`src/rtl/ras_event_seq.sv`:
```
// -----------------------------------------------------------------------------
// ras_event_seq
//
// Frontend stage sitting directly in front of the return address stack (RAS).
// Each fetch bundle carries per-slot call/return predecode. Every slot that is
// a call, a return, or both becomes one event; the events of an accepted bundle
// are written in slot (program) order into a small circular queue, and the
// queue head is issued to the RAS at a rate of one event per cycle. Fetch is
// back-pressured whenever a bundle's events would not fit. A bundle is either
// accepted whole or not at all.
//
// Event encoding per slot:
//   call only   -> push, address = return address
//   return only -> pop,  address = 0
//   call+return -> push and pop in the same cycle (coroutine swap)
//
// Return address = pc + (rvc ? 2 : 4), wrapping at 2^VLEN.
//
// Ports
//   clk_i          in   clock
//   rst_ni         in   asynchronous reset, active low
//   flush_i        in   discard all queued events; blocks fetch and the RAS
//   fetch_valid_i  in   fetch bundle valid
//   fetch_ready_o  out  bundle accepted when fetch_valid_i & fetch_ready_o
//   is_call_i      in   per-slot call flag (slot 0 is oldest)
//   is_return_i    in   per-slot return flag
//   rvc_i          in   per-slot compressed-instruction flag
//   pc_i           in   per-slot PC
//   ras_push_o     out  push ras_data_o onto the RAS
//   ras_pop_o      out  pop the RAS
//   ras_data_o     out  return address for the push (0 when idle)
//   occupancy_o    out  number of queued events
// -----------------------------------------------------------------------------
module ras_event_seq #(
   parameter int unsigned INSTR_PER_FETCH = 2,
   parameter int unsigned QUEUE_DEPTH     = 4,   // power of 2, >= INSTR_PER_FETCH
   parameter int unsigned VLEN            = 64
) (
   input  logic                                   clk_i,
   input  logic                                   rst_ni,
   input  logic                                   flush_i,
   input  logic                                   fetch_valid_i,
   output logic                                   fetch_ready_o,
   input  logic [INSTR_PER_FETCH-1:0]             is_call_i,
   input  logic [INSTR_PER_FETCH-1:0]             is_return_i,
   input  logic [INSTR_PER_FETCH-1:0]             rvc_i,
   input  logic [INSTR_PER_FETCH-1:0][VLEN-1:0]   pc_i,
   output logic                                   ras_push_o,
   output logic                                   ras_pop_o,
   output logic [VLEN-1:0]                        ras_data_o,
   output logic [$clog2(QUEUE_DEPTH):0]           occupancy_o
);

   localparam int unsigned PTR_W = $clog2(QUEUE_DEPTH);
   localparam int unsigned CNT_W = PTR_W + 1;

   // Bit 1 = return, bit 0 = call, so the kind is just the two predecode bits.
   typedef enum logic [1:0] {
      EV_NONE    = 2'b00,
      EV_PUSH    = 2'b01,
      EV_POP     = 2'b10,
      EV_POPPUSH = 2'b11
   } ev_kind_e;

   typedef struct packed {
      logic            push;
      logic            pop;
      logic [VLEN-1:0] addr;
   } entry_t;

   // ---------------------------------------------------------------------------
   // Storage and pointers
   // ---------------------------------------------------------------------------
   entry_t           mem [QUEUE_DEPTH];
   logic [PTR_W-1:0] head;
   logic [PTR_W-1:0] tail;
   logic [CNT_W-1:0] count;

   // ---------------------------------------------------------------------------
   // Per-slot decode
   // ---------------------------------------------------------------------------
   ev_kind_e                   slot_kind  [INSTR_PER_FETCH];
   entry_t                     slot_entry [INSTR_PER_FETCH];
   logic [PTR_W-1:0]           slot_off   [INSTR_PER_FETCH];
   logic [INSTR_PER_FETCH-1:0] slot_ev;
   logic [CNT_W-1:0]           n_events;

   // NOTE: n_events is a running sum inside one always_comb, so it uses blocking
   // assignments and is given a default before the loop; every other output of
   // this block is assigned on every pass, so no latch can be inferred.
   always_comb begin
      n_events = '0;
      for (int i = 0; i < INSTR_PER_FETCH; i++) begin
         slot_kind[i]        = ev_kind_e'({is_return_i[i], is_call_i[i]});
         slot_ev[i]          = (slot_kind[i] != EV_NONE);
         // Position of this slot's event among the bundle's events, so older
         // slots always land nearer the head.
         slot_off[i]         = n_events[PTR_W-1:0];
         slot_entry[i].push  = (slot_kind[i] == EV_PUSH) || (slot_kind[i] == EV_POPPUSH);
         slot_entry[i].pop   = (slot_kind[i] == EV_POP)  || (slot_kind[i] == EV_POPPUSH);
         // Pop-only events carry no address; zero keeps the RAS data bus quiet.
         slot_entry[i].addr  = slot_entry[i].push
                             ? pc_i[i] + (rvc_i[i] ? VLEN'(2) : VLEN'(4))
                             : '0;
         if (slot_ev[i]) begin
            n_events = n_events + CNT_W'(1);
         end
      end
   end

   // ---------------------------------------------------------------------------
   // Handshake
   // ---------------------------------------------------------------------------
   logic             deq;
   logic             enq;
   logic [CNT_W-1:0] free_slots;

   // The RAS never stalls, so a non-empty head always leaves this cycle unless
   // a flush is discarding it.
   assign deq = (count != '0) && !flush_i;

   // Counting the departing head as free lets a full queue keep streaming.
   assign free_slots    = CNT_W'(QUEUE_DEPTH) - count + CNT_W'(deq);
   assign fetch_ready_o = !flush_i && (n_events <= free_slots);
   assign enq           = fetch_valid_i && fetch_ready_o;

   // ---------------------------------------------------------------------------
   // Pointer / count state
   // ---------------------------------------------------------------------------
   always_ff @(posedge clk_i or negedge rst_ni) begin
      if (!rst_ni) begin
         head  <= '0;
         tail  <= '0;
         count <= '0;
      end else if (flush_i) begin
         head  <= '0;
         tail  <= '0;
         count <= '0;
      end else begin
         if (deq) begin
            head <= head + PTR_W'(1);
         end
         if (enq) begin
            // Truncation is the modulo-depth wrap (depth is a power of two).
            tail <= tail + n_events[PTR_W-1:0];
         end
         count <= count + (enq ? n_events : '0) - CNT_W'(deq);
      end
   end

   // ---------------------------------------------------------------------------
   // Entry storage
   // ---------------------------------------------------------------------------
   // NOTE: the entries are deliberately not reset. An entry is only ever seen on
   // the outputs when count says it is live, and count is reset, so clearing
   // the array would only cost reset fan-out.
   always_ff @(posedge clk_i) begin
      if (enq) begin
         for (int i = 0; i < INSTR_PER_FETCH; i++) begin
            if (slot_ev[i]) begin
               mem[tail + slot_off[i]] <= slot_entry[i];
            end
         end
      end
   end

   // ---------------------------------------------------------------------------
   // RAS side: head entry, gated so idle, flush and reset all read as zero.
   // ---------------------------------------------------------------------------
   assign ras_push_o  = deq && mem[head].push;
   assign ras_pop_o   = deq && mem[head].pop;
   assign ras_data_o  = deq ? mem[head].addr : '0;
   assign occupancy_o = count;

endmodule

```
`config.mk`:
```
export PLATFORM = sky130hd
export DESIGN_NAME = ras_event_seq
export DESIGN_NICKNAME = d
export VERILOG_FILES = /design/src/rtl/ras_event_seq.sv
export SDC_FILE = /design/constraint.sdc
export NUM_CORES = 1
export LEC_CHECK = 0
export CAP_MARGIN = 0
export CORE_AREA = 5 5 211 213
export CTS_CLUSTER_DIAMETER = 30
export DETAILED_ROUTE_END_ITERATION = 16
export DIE_AREA = 0 0 216 218
export PLACE_DENSITY_LB_ADDON = 0.15
export SYNTH_ARGS = -nofsm -noshare
export SYNTH_HDL_FRONTEND = slang
export SYNTH_SLANG_ARGS = --single-unit
export TNS_END_PERCENT = 20
```
`constraint.sdc`:
```
create_clock -name clk_i -period 8.1 [get_ports clk_i]
set_input_delay 0.81 -clock clk_i [delete_from_list [all_inputs] [get_ports clk_i]]
set_output_delay 0.81 -clock clk_i [all_outputs]
set_load 0.02 [all_outputs]
```
; ---- Word-level counts from Yosys, hierarchy flattened
; Memories as Yosys holds them, arrays and structs flattened.
; Index checks and enable logic that the tools add are counted.
[totals]
reg_bits = 7
latch_bits = 0
ramBits = 264
romBits = 0
inputBits = 138
out_inout_bits = 70
elab_cells = 55
n_memories = 1
[op_classes]
n_addsub = 10
mul = 0
div_mod_pow = 0
n_lt_le_gt_ge = 1
n_eq_ne = 6
shift = 0
muxes = 19
bitwise_logic = 0
reduce_logical = 15
[mem_list]
columns = name, depth, width, rd, rd_ports_with_merged_regs, wr, line
row1 = mem, 4, 66, 1, 0, 2, 74  ; entry_t mem [QUEUE_DEPTH];
[op_table]
columns = cell, count
row1 = 64-bit 2-to-1 mux, 3
row2 = 64-bit by 3-bit adder with 64-bit output, 2
row3 = 3-bit 2-to-1 mux, 5
row4 = "2-bit equality test, second input constant", 4
row5 = 2-bit 2-to-1 mux, 4
row6 = 2-bit nonzero test, 4
row7 = 1-bit 2-to-1 mux, 7
row8 = 1-bit logical AND, 5
row9 = "2-bit by 1-bit equality test with 1-bit output, second input constant", 2
row10 = 1-bit logical OR, 4
row11 = 3-bit by 1-bit adder with 3-bit output, 1
row12 = "3-bit by 1-bit adder with 3-bit output, second input constant", 1
row13 = 3-bit adder, 1
row14 = 3-bit <= comparator, 1
row15 = 3-bit nonzero test, 1
row16 = 3-bit by 1-bit subtractor with 3-bit output, 1
row17 = "3-bit subtractor, first input constant", 1
row18 = 2-bit by 1-bit adder with 2-bit output, 1
row19 = "2-bit by 1-bit adder with 2-bit output, second input constant", 1
row20 = 2-bit adder, 1
row21 = 1-bit logical NOT, 1

; ---- Depth between registers and ports, before layout
; Gate-level depths: netlist of run 1.
[depth]
depth_word = 11
depth_mapped = 19
depth_no_buf = 18

; ---- Least setup slack after synthesis of run 1
; No wires, ideal clock.
[synth_path]
path_kind = input to register
startpoint = in flush_i
endpoint = mem mem[0][0] (netlist name), enable pin
setup_ns = 0.587
t_arrival_ns = 7.457
required_ns = 7.513
path_slack_ns = 0.055
cell_stages = 13
n_path_buf = 2
path_cell_list = clkbuf_1 > or2_2 > ha_1 > inv_1 > ha_1 > inv_1 > ha_1 > nand2b_1 > a221oi_1 > nor2b_1 > clkbuf_1 > nand2_1 > o31ai_1
[synth_rtl]
columns = item, line
row1 = from (decl), 41  ; input logic flush_i,
row2 = to (decl), 74

==> results of run 1 <==
## critical path, cell delays in order
cell and delay [ps]:
clkdlybuf4s50_1 590, or2_2 400, ha_1 180, inv_1 50, ha_1 210, inv_1 60
ha_1 230, a221oi_1 510, nor2_1 170, nand2_1 730, buf_4 440, nand2_1 90
buf_4 380, o22ai_1 250
## synthesized netlist by cell type (29+ instances only)
library cell | number | share of area [%]
xor2_1 | 69 | 3.8
nand4_1 | 45 | 1.8
o22ai_1 | 160 | 6.3
nor2_1 | 37 | 0.87
xnor2_1 | 59 | 3.3
mux2i_1 | 66 | 4.2
and2_1 | 72 | 2.8
o21ai_0 | 33 | 1.0
edfxtp_1 | 264 | 50
nor3_1 | 29 | 0.91
clkbuf_1 | 63 | 1.5
nand2_1 | 117 | 2.8
mux4_2 | 66 | 9.4
nand3_1 | 80 | 2.5
## metrics by stage
| step | util [%] | hold slack, ps | instance area, µm² | worst slack, ps |
|---|---|---|---|---|
| floorplan | - | 514 | 15900 | 55.4 |
| global placement | 43.5 | 694 | 18500 | 2890 |
| detailed placement | 43.5 | 700 | 18500 | 2820 |
| CTS | 49.0 | 547 | 20800 | 3390 |
| global route | 49.0 | 589 | 20800 | 3080 |
| finish | 49.0 | 543 | 20800 | 3320 |
## placed cells by master, fill, tap and decap left out, types with 6 or more instances in the layout
cell,n
edfxtp_1,264
clkdlybuf4s50_1,206
o22ai_1,160
nand2_1,116
nand3_1,80
and2_1,72
clkbuf_16,71
xor2_1,69
mux2i_1,66
mux4_2,66
xnor2_1,59
nand4_1,45
nor2_1,37
o21ai_0,31
nor3_1,29
buf_4,26
and3_1,22
inv_1,21
nor4_1,17
and4_1,15
ha_1,14
bufinv_16,12
nand2b_1,11
clkinv_2,11
clkinv_1,11
nor2b_1,7
clkbuf_1,6
## kinds of logic (layout without fill, tap and decap cells)
logic type	count (synthesis)	in the layout	share of synthesized area [%]
AOI/OAI and AO/OA	198	198	7.56
xor gates and xnor gates	129	129	7.16
adders and majority gates	17	17	1.48
buffers and inverters	108	377	3.06
DFF	271	271	51.0
muxes	136	136	13.8
and+or+nand+nor	471	471	15.9
## final cells by class
class	count	area, µm²
fill	3781	21700
tap	546	683
timing repair buffer	233	2260
clock buffer	79	1830
clock inverter	43	529
inverter	22	82.6
multi-input combinational	951	7330
sequential	271	8110
## sequential cells by signal (all words and copies together), names as in the netlist
register and cells:
head 2, occupancy_o 3, mem 264, tail 2
## metal layers
metal / vias up / part of all wire, %
met5: - / 0
met4: 0 / 2.8
met3: 87 / 7.8
met1: 6302 / 41
met2: 633 / 49
li1: 5631 / -
## worst max path at each step
stage	start	end
final	flush_i	mem[1][57]
after CTS	flush_i	mem[1][57]
after floorplan	flush_i	mem[0][0]
after global routing	flush_i	mem[1][54]
after detailed placement	flush_i	mem[1][57]
after global placement	flush_i	mem[1][52]
## report_power, final
group | internal [mW] | leakage (nW) | switching (mW)
combinational | 0.835 | 3.68 | 1.02
sequential | 1.81 | 2.53 | 0.126
clock | 1.98 | 1.14 | 0.806
==> results.toml, run 1 <==
[hold_path]
hp-class = "input pin to asynchronous set/reset pin"

[sta]
period_minus_slack_ps = 4780
period_share_pct = 59.0
rsz0062_at_grt = "false"
fmax_ghz = 0.209
tightest_slew_ps = 1290
fin_skew_ps = 12.1
hold_viol = 0
setup_viol = 0
fin_tns_setup_ps = 0
drv_slew = 0
relSlewSlack_pct = 13.6

[critical_path]
reg2regPathDepth = 15
arrival_ps = 5160
path_class = "input pin to flop"
critical_path.endpoint_type = "flop"
r2r-end = "mem[1][57]"
cp_max_fo = 41
timing.rr.start = "occupancy_o[0]"
required_ps = 8470
cp-start-kind = "input pin"
r2r_setup_slack_ps = 3690

[synthesis]
yosysWarnings = 0
netlist_area_mm2 = 0.0159
syn_avg_cell_area_um2 = 11.9
synth_cell_types = 44
async_flop_share_pct = 2.58
synth_flop_cell = "edfxtp_1"
synth_seq_cells = 271
synth_edf_count = 264
syn_nets = 1485
netlist_instances = 1330
yosysSeqAreaShare_pct = 51.0

[floorplan]
design.core.area_mm2 = 0.0425
io_pins = 208
start_util_pct = 37.4
die_w_um = 216
row_count = 76
die_h_um = 218
die-area_mm2 = 0.0471

[grt]
grt_first_pass_wirelength_mm = 82.2
grt_util_met2_pct = 38.5
grt_max_degree = 68
met1_usage_pct = 30.3
use_met3_pct = 4.41
grt_usage_pct = 23.0
grt-ovfl-total = 0
top_usage_layer = "met2"
antenna_found_initial = 1
grt_pass1_vias = 12900

[detailed_routing]
drc = 0
drtIter0Drc = 1180
drt-wirelength-per-cell_um = 25.7
ant_nets = 0
routed_wirelength_mm = 55.2
drt-pass1-iter-count = 6
num_vias = 12700
via_per_inst = 5.90

[cts]
clk_path_buf_depth = 3
cts.sinks = 271
cts_tree = "built"
worstSkewPairLatency_ps = 540
holdBufCountCts = 0
numCtsBuffers = 68
clk_pin_slew_ps = 40
cts_max_level = 3
cts_resized = 0
post_cts_buffers = 0
cts-root-buf = "clkbuf_16"

[cells_and_area]
num_antenna_cells = 0
finalNonFillerCells = 2145
drive_above_1_share_pct = 13.9
syn_to_final_growth_pct = 31.1
nets = 1702

[power]
powerDensity_mw_per_mm2 = 315
power.total_mw = 6.57
p_leak_nw = 7.36
max-vdd-ir-drop_v = 0.000178

[placement]
dpl.hpwl_mm = 36.2
dp_cells = 2023
place.gp.congestion = 0.897
portBuffers = 207

[run]
cap_violations = 0

[run_status]
status = "completed"
Note: power is estimated with default switching activity, not from simulation.
==> run 2: changes to the inputs <==
Clock period 8.1 ns to 4.6 ns, I/O delays scaled along.
==> results.toml, run 2 (synthesized netlist as in run 1, its figures left out) <==
[detailed_routing]
ant_nets = 0
num_vias = 12600
routed_wirelength_mm = 54.7
via_per_inst = 5.85
drtIter0Drc = 1126
drt-wirelength-per-cell_um = 25.4
drc = 0
drt-pass1-iter-count = 5

[placement]
place.gp.congestion = 0.897
portBuffers = 207
dp_cells = 2038
postPlaceCellArea_mm2 = 0.0187
dpl.hpwl_mm = 36.8

[sta]
period_minus_slack_ps = 3940
period_share_pct = 85.6
fmax_ghz = 0.254
drv_slew = 0
relSlewSlack_pct = 40.5
hold_viol = 0
tightest_slew_ps = 886
hold_ws_ps = 179
fin_skew_ps = 12.6
rsz0062_at_grt = "false"
setup_viol = 0

[critical_path]
required_ps = 4140
arrival_ps = 3480
critPathSlowestCell = "clkdlybuf4s50_1"
reg2regPathDepth = 18
r2r-end = "occupancy_o[2]"
critical_path.endpoint_type = "output port"
crit_top_cell = "ha_1"
max_stage_delay_ps = 570
r2r_setup_slack_ps = 790
path_class = "flop to output port"
cp-start-kind = "flop"
path_cells = "nor3_1, or2_2, ha_1, inv_1, ha_1, inv_1, ha_1, nand2b_1, a221oi_1, nor2_1, clkdlybuf4s50_1"
timing.rr.start = "occupancy_o[0]"
cp_max_fo = 5

[floorplan]
die-area_mm2 = 0.0471
die_h_um = 218
die_w_um = 216
io_pins = 208
row_count = 76
start_util_pct = 37.4
design.core.area_mm2 = 0.0425

[cells_and_area]
drive_above_1_share_pct = 14.5
largest_reg_flops = 264
fill_cells = 3803
finalNonFillerCells = 2154
mostFrequentLayoutCell = "edfxtp_1"
nets = 1710
final_cell_mix = "edfxtp_1, clkdlybuf4s50_1, o22ai_1, nand2_1, nand3_1"
fin_area_mm2 = 0.0207
syn_to_final_growth_pct = 30.5

[cts]
cts_tree = "built"
clk_pin_slew_ps = 50
holdBufCountCts = 0
cts.sinks = 271
cts-root-buf = "clkbuf_16"
cts_max_level = 2
clk_path_buf_depth = 3
post_cts_buffers = 0
cts_resized = 0
numCtsBuffers = 61
worstSkewPairLatency_ps = 570

[power]
powerDensity_mw_per_mm2 = 532
power.total_mw = 11.0
p_leak_nw = 7.30
max-vdd-ir-drop_v = 0.000256

[run_status]
status = "completed"

[run]
cap_violations = 0

[hold_path]
hp-class = "input pin to asynchronous set/reset pin"

[grt]
grt_usage_pct = 22.6
grt_pass1_vias = 13100
grt_max_degree = 54
grt-ovfl-total = 0
grt_first_pass_wirelength_mm = 81.2
antenna_found_initial = 2
[run 2: final cells by class]
class | count | area [µm²] | area share, %
repair buffers | 248 | 2470 | 11.9
well taps | 546 | 683 | 3.30
multi-input cells | 951 | 7330 | 35.4
clock buffers | 69 | 1600 | 7.72
diodes | 1 | 2.50 | 0.0121
inverters | 22 | 82.6 | 0.398
flip-flops and latches | 271 | 8110 | 39.1
clock inverters | 46 | 439 | 2.12
[run 2: how the worst max path moves through the flow]
stage                   start        endpoint  slack, ps  cells past startpoint
6_report       occupancy_o[0]   fetch_ready_o        660                     11
5_1_grt        occupancy_o[0]   fetch_ready_o        500                     11
4_1_cts        occupancy_o[0]   fetch_ready_o        690                     11
3_5_place_dp          flush_i  occupancy_o[2]        410                     18
3_3_place_gp          flush_i  occupancy_o[2]        480                     18
2_1_floorplan         flush_i       mem[2][0]      -1240                     14
[run 2: worst max-delay path: cells and delay by family (launching register included)]
| family | cells | cell delay (ps) |
|---|---|---|
| AND/OR/NAND/NOR | 4 | 570 |
| AO/OA/AOI/OAI | 1 | 560 |
| flip-flops | 1 | 440 |
| adder cells (fa/ha/maj) | 3 | 670 |
| buffers and inverters | 3 | 650 |
[run 2: power by group]
group	internal [mW]	switching [mW]
Clock	2.87	1.39
Sequential	3.18	0.202
Combinational	1.54	1.84
[run 2: layer usage]
layer,vias to the layer above,routed length (µm),track usage [%]
li1,5650,-,-
met1,6263,22600,29.8
met2,567,26000,37.2
met3,110,3980,4.50
met4,2,2020,8.54
met5,-,13,0
[run 2: stage by stage]
stage,util (%),setup WS (ps),TNS [ps]
detailed placement,44.0,413,0
floorplan,-,-1240,-232170
CTS,48.7,693,0
global route,48.8,500,0
global placement,44.0,485,0
finish,48.8,664,0
==> run 3: changes to the inputs <==
Settings changed: CAP_MARGIN 0 to unset, SETUP_SLACK_MARGIN set to 0.1, TNS_END_PERCENT 20 to unset.
==> results.toml, run 3 (synthesized netlist as in run 1, its figures left out) <==
[placement]
dpl.hpwl_mm = 37.3
place.gp.congestion = 0.954
postPlaceCellArea_mm2 = 0.0189
portBuffers = 207
dp_worst_setup_slack_ps = 833

[cts]
cts-root-buf = "clkbuf_16"
clk_pin_slew_ps = 50
cts_max_level = 3
cts.sinks = 271
numCtsBuffers = 71
holdBufCountCts = 0
post_cts_buffers = 0
cts_resized = 0
worstSkewPairLatency_ps = 580
cts_tree = "built"
clk_path_buf_depth = 3

[sta]
relSlewSlack_pct = 36.3
rsz0062_at_grt = "false"
period_share_pct = 81.2
tightest_slew_ps = 946
period_minus_slack_ps = 3740
drv_slew = 0
fmax_ghz = 0.268
hold_ws_ps = 149
setup_viol = 0
hold_viol = 0
fin_tns_setup_ps = 0
fin_skew_ps = 23.0
layout_setup_ws_ps = 864

[cells_and_area]
utilization_pct = 50.1
num_antenna_cells = 0
multi_input_area_mm2 = 0.00733
largest_reg_flops = 264
fin_area_mm2 = 0.0213
drive_above_1_share_pct = 15.5
final_cell_mix = "edfxtp_1, clkdlybuf4s50_1, o22ai_1, nand2_1, nand3_1"
syn_to_final_growth_pct = 34.1
nets = 1730
ff_latch_area_mm2 = 0.00811
fill_cells = 3721
mostFrequentLayoutCell = "edfxtp_1"

[power]
powerDensity_mw_per_mm2 = 557
p_leak_nw = 7.60
max-vdd-ir-drop_v = 0.000258

[detailed_routing]
drt-pass1-iter-count = 5
ant_nets = 0
drtIter0Drc = 1050
num_vias = 12700
routed_wirelength_mm = 55.3
drt-wirelength-per-cell_um = 25.5
via_per_inst = 5.86
drc = 0

[critical_path]
required_ps = 4140
cp-start-kind = "flop"
cp_max_fo = 5
arrival_ps = 3280
critPathSlowestCell = "clkdlybuf4s50_1"
critical_path.top_delay_family = "buffers and inverters"
path_class = "flop to output port"
critPathBufInv = 4
crit_top_cell = "ha_1"
path_cells = "nor3_1, or2_2, ha_1, inv_1, ha_1, inv_1, ha_1, nand2b_1, a221oi_1, buf_4, nor2_1, clkdlybuf4s50_1"
critical_path.endpoint_type = "output port"
max_stage_delay_ps = 540

[floorplan]
io_pins = 208
row_count = 76
die_w_um = 216
die-area_mm2 = 0.0471
design.core.area_mm2 = 0.0425
die_h_um = 218
start_util_pct = 37.4

[grt]
grt_max_degree = 60
grt_first_pass_wirelength_mm = 82.8
antenna_found_initial = 0
grt_usage_pct = 23.1
grt-ovfl-total = 0
grt_pass1_vias = 13300

[run_status]
status = "completed"

[hold_path]
hp-class = "input pin to asynchronous set/reset pin"

[run]
cap_violations = 0
[run 3: cell types whose count changed in the layout (fill, tap and decap cells not counted), sizes merged]
| cell | previous run | this run |
|---|---|---|
| clkinvlp | 9 | 3 |
| bufinv | 7 | 11 |
| diode | 1 | 0 |
| clkinv | 25 | 30 |
| clkdlybuf4s50 | 206 | 207 |
| inv | 27 | 26 |
| buf | 42 | 51 |
| clkbuf | 69 | 77 |
[run 3: final timing paths]
check,depth (start not counted),startpoint,to,slack [ps]
worst max-delay path,12,occupancy_o[0],fetch_ready_o,860
max in group asynchronous,1,rst_ni,head[0],4180
worst max register to register,15,occupancy_o[0],mem[0][8],1130
worst min register to register,2,occupancy_o[1],head[0],730
min in group clk_i,3,flush_i,head[1],620
worst min-delay path,1,rst_ni,occupancy_o[0],150
[run 3: where the power goes]
| group | internal, mW | switching [mW] |
|---|---|---|
| Sequential | 3.18 | 0.241 |
| Clock | 3.48 | 1.55 |
| Combinational | 1.59 | 1.80 |
[run 3: area by class of cell]
cell class	instances	share of cell area, %
clock buffer	77	8.55
clock inverter	48	2.95
inverter	22	0.388
multi-input combinational	951	34.4
sequential	271	38.1
tap	546	3.21
timing repair buffer	258	12.4
[run 3: stage by stage]
| step | cells | power (mW) |
|---|---|---|
| 2_1_floorplan | 1330 | 5.38 |
| 3_3_place_gp | 2048 | 6.90 |
| 3_5_place_dp | 2048 | 6.90 |
| 4_1_cts | 2173 | 12.0 |
| 5_1_grt | 2173 | 12.3 |
| 6_report | 2173 | 11.9 |
[run 3: worst register-to-register path: cells and delay by family (launching register included)]
family | cells | cell delay, ps
simple gates | 5 | 820
buf+inv | 5 | 820
fa+ha+maj | 3 | 670
flops | 1 | 440
compound gates | 2 | 310
[run 3: layer usage]
layer | GRT usage (%) | wire length, µm
met1 | 29.8 | 22600
met2 | 38.8 | 26900
met3 | 4.30 | 3920
met4 | 8.93 | 1970
met5 | 0 | 0
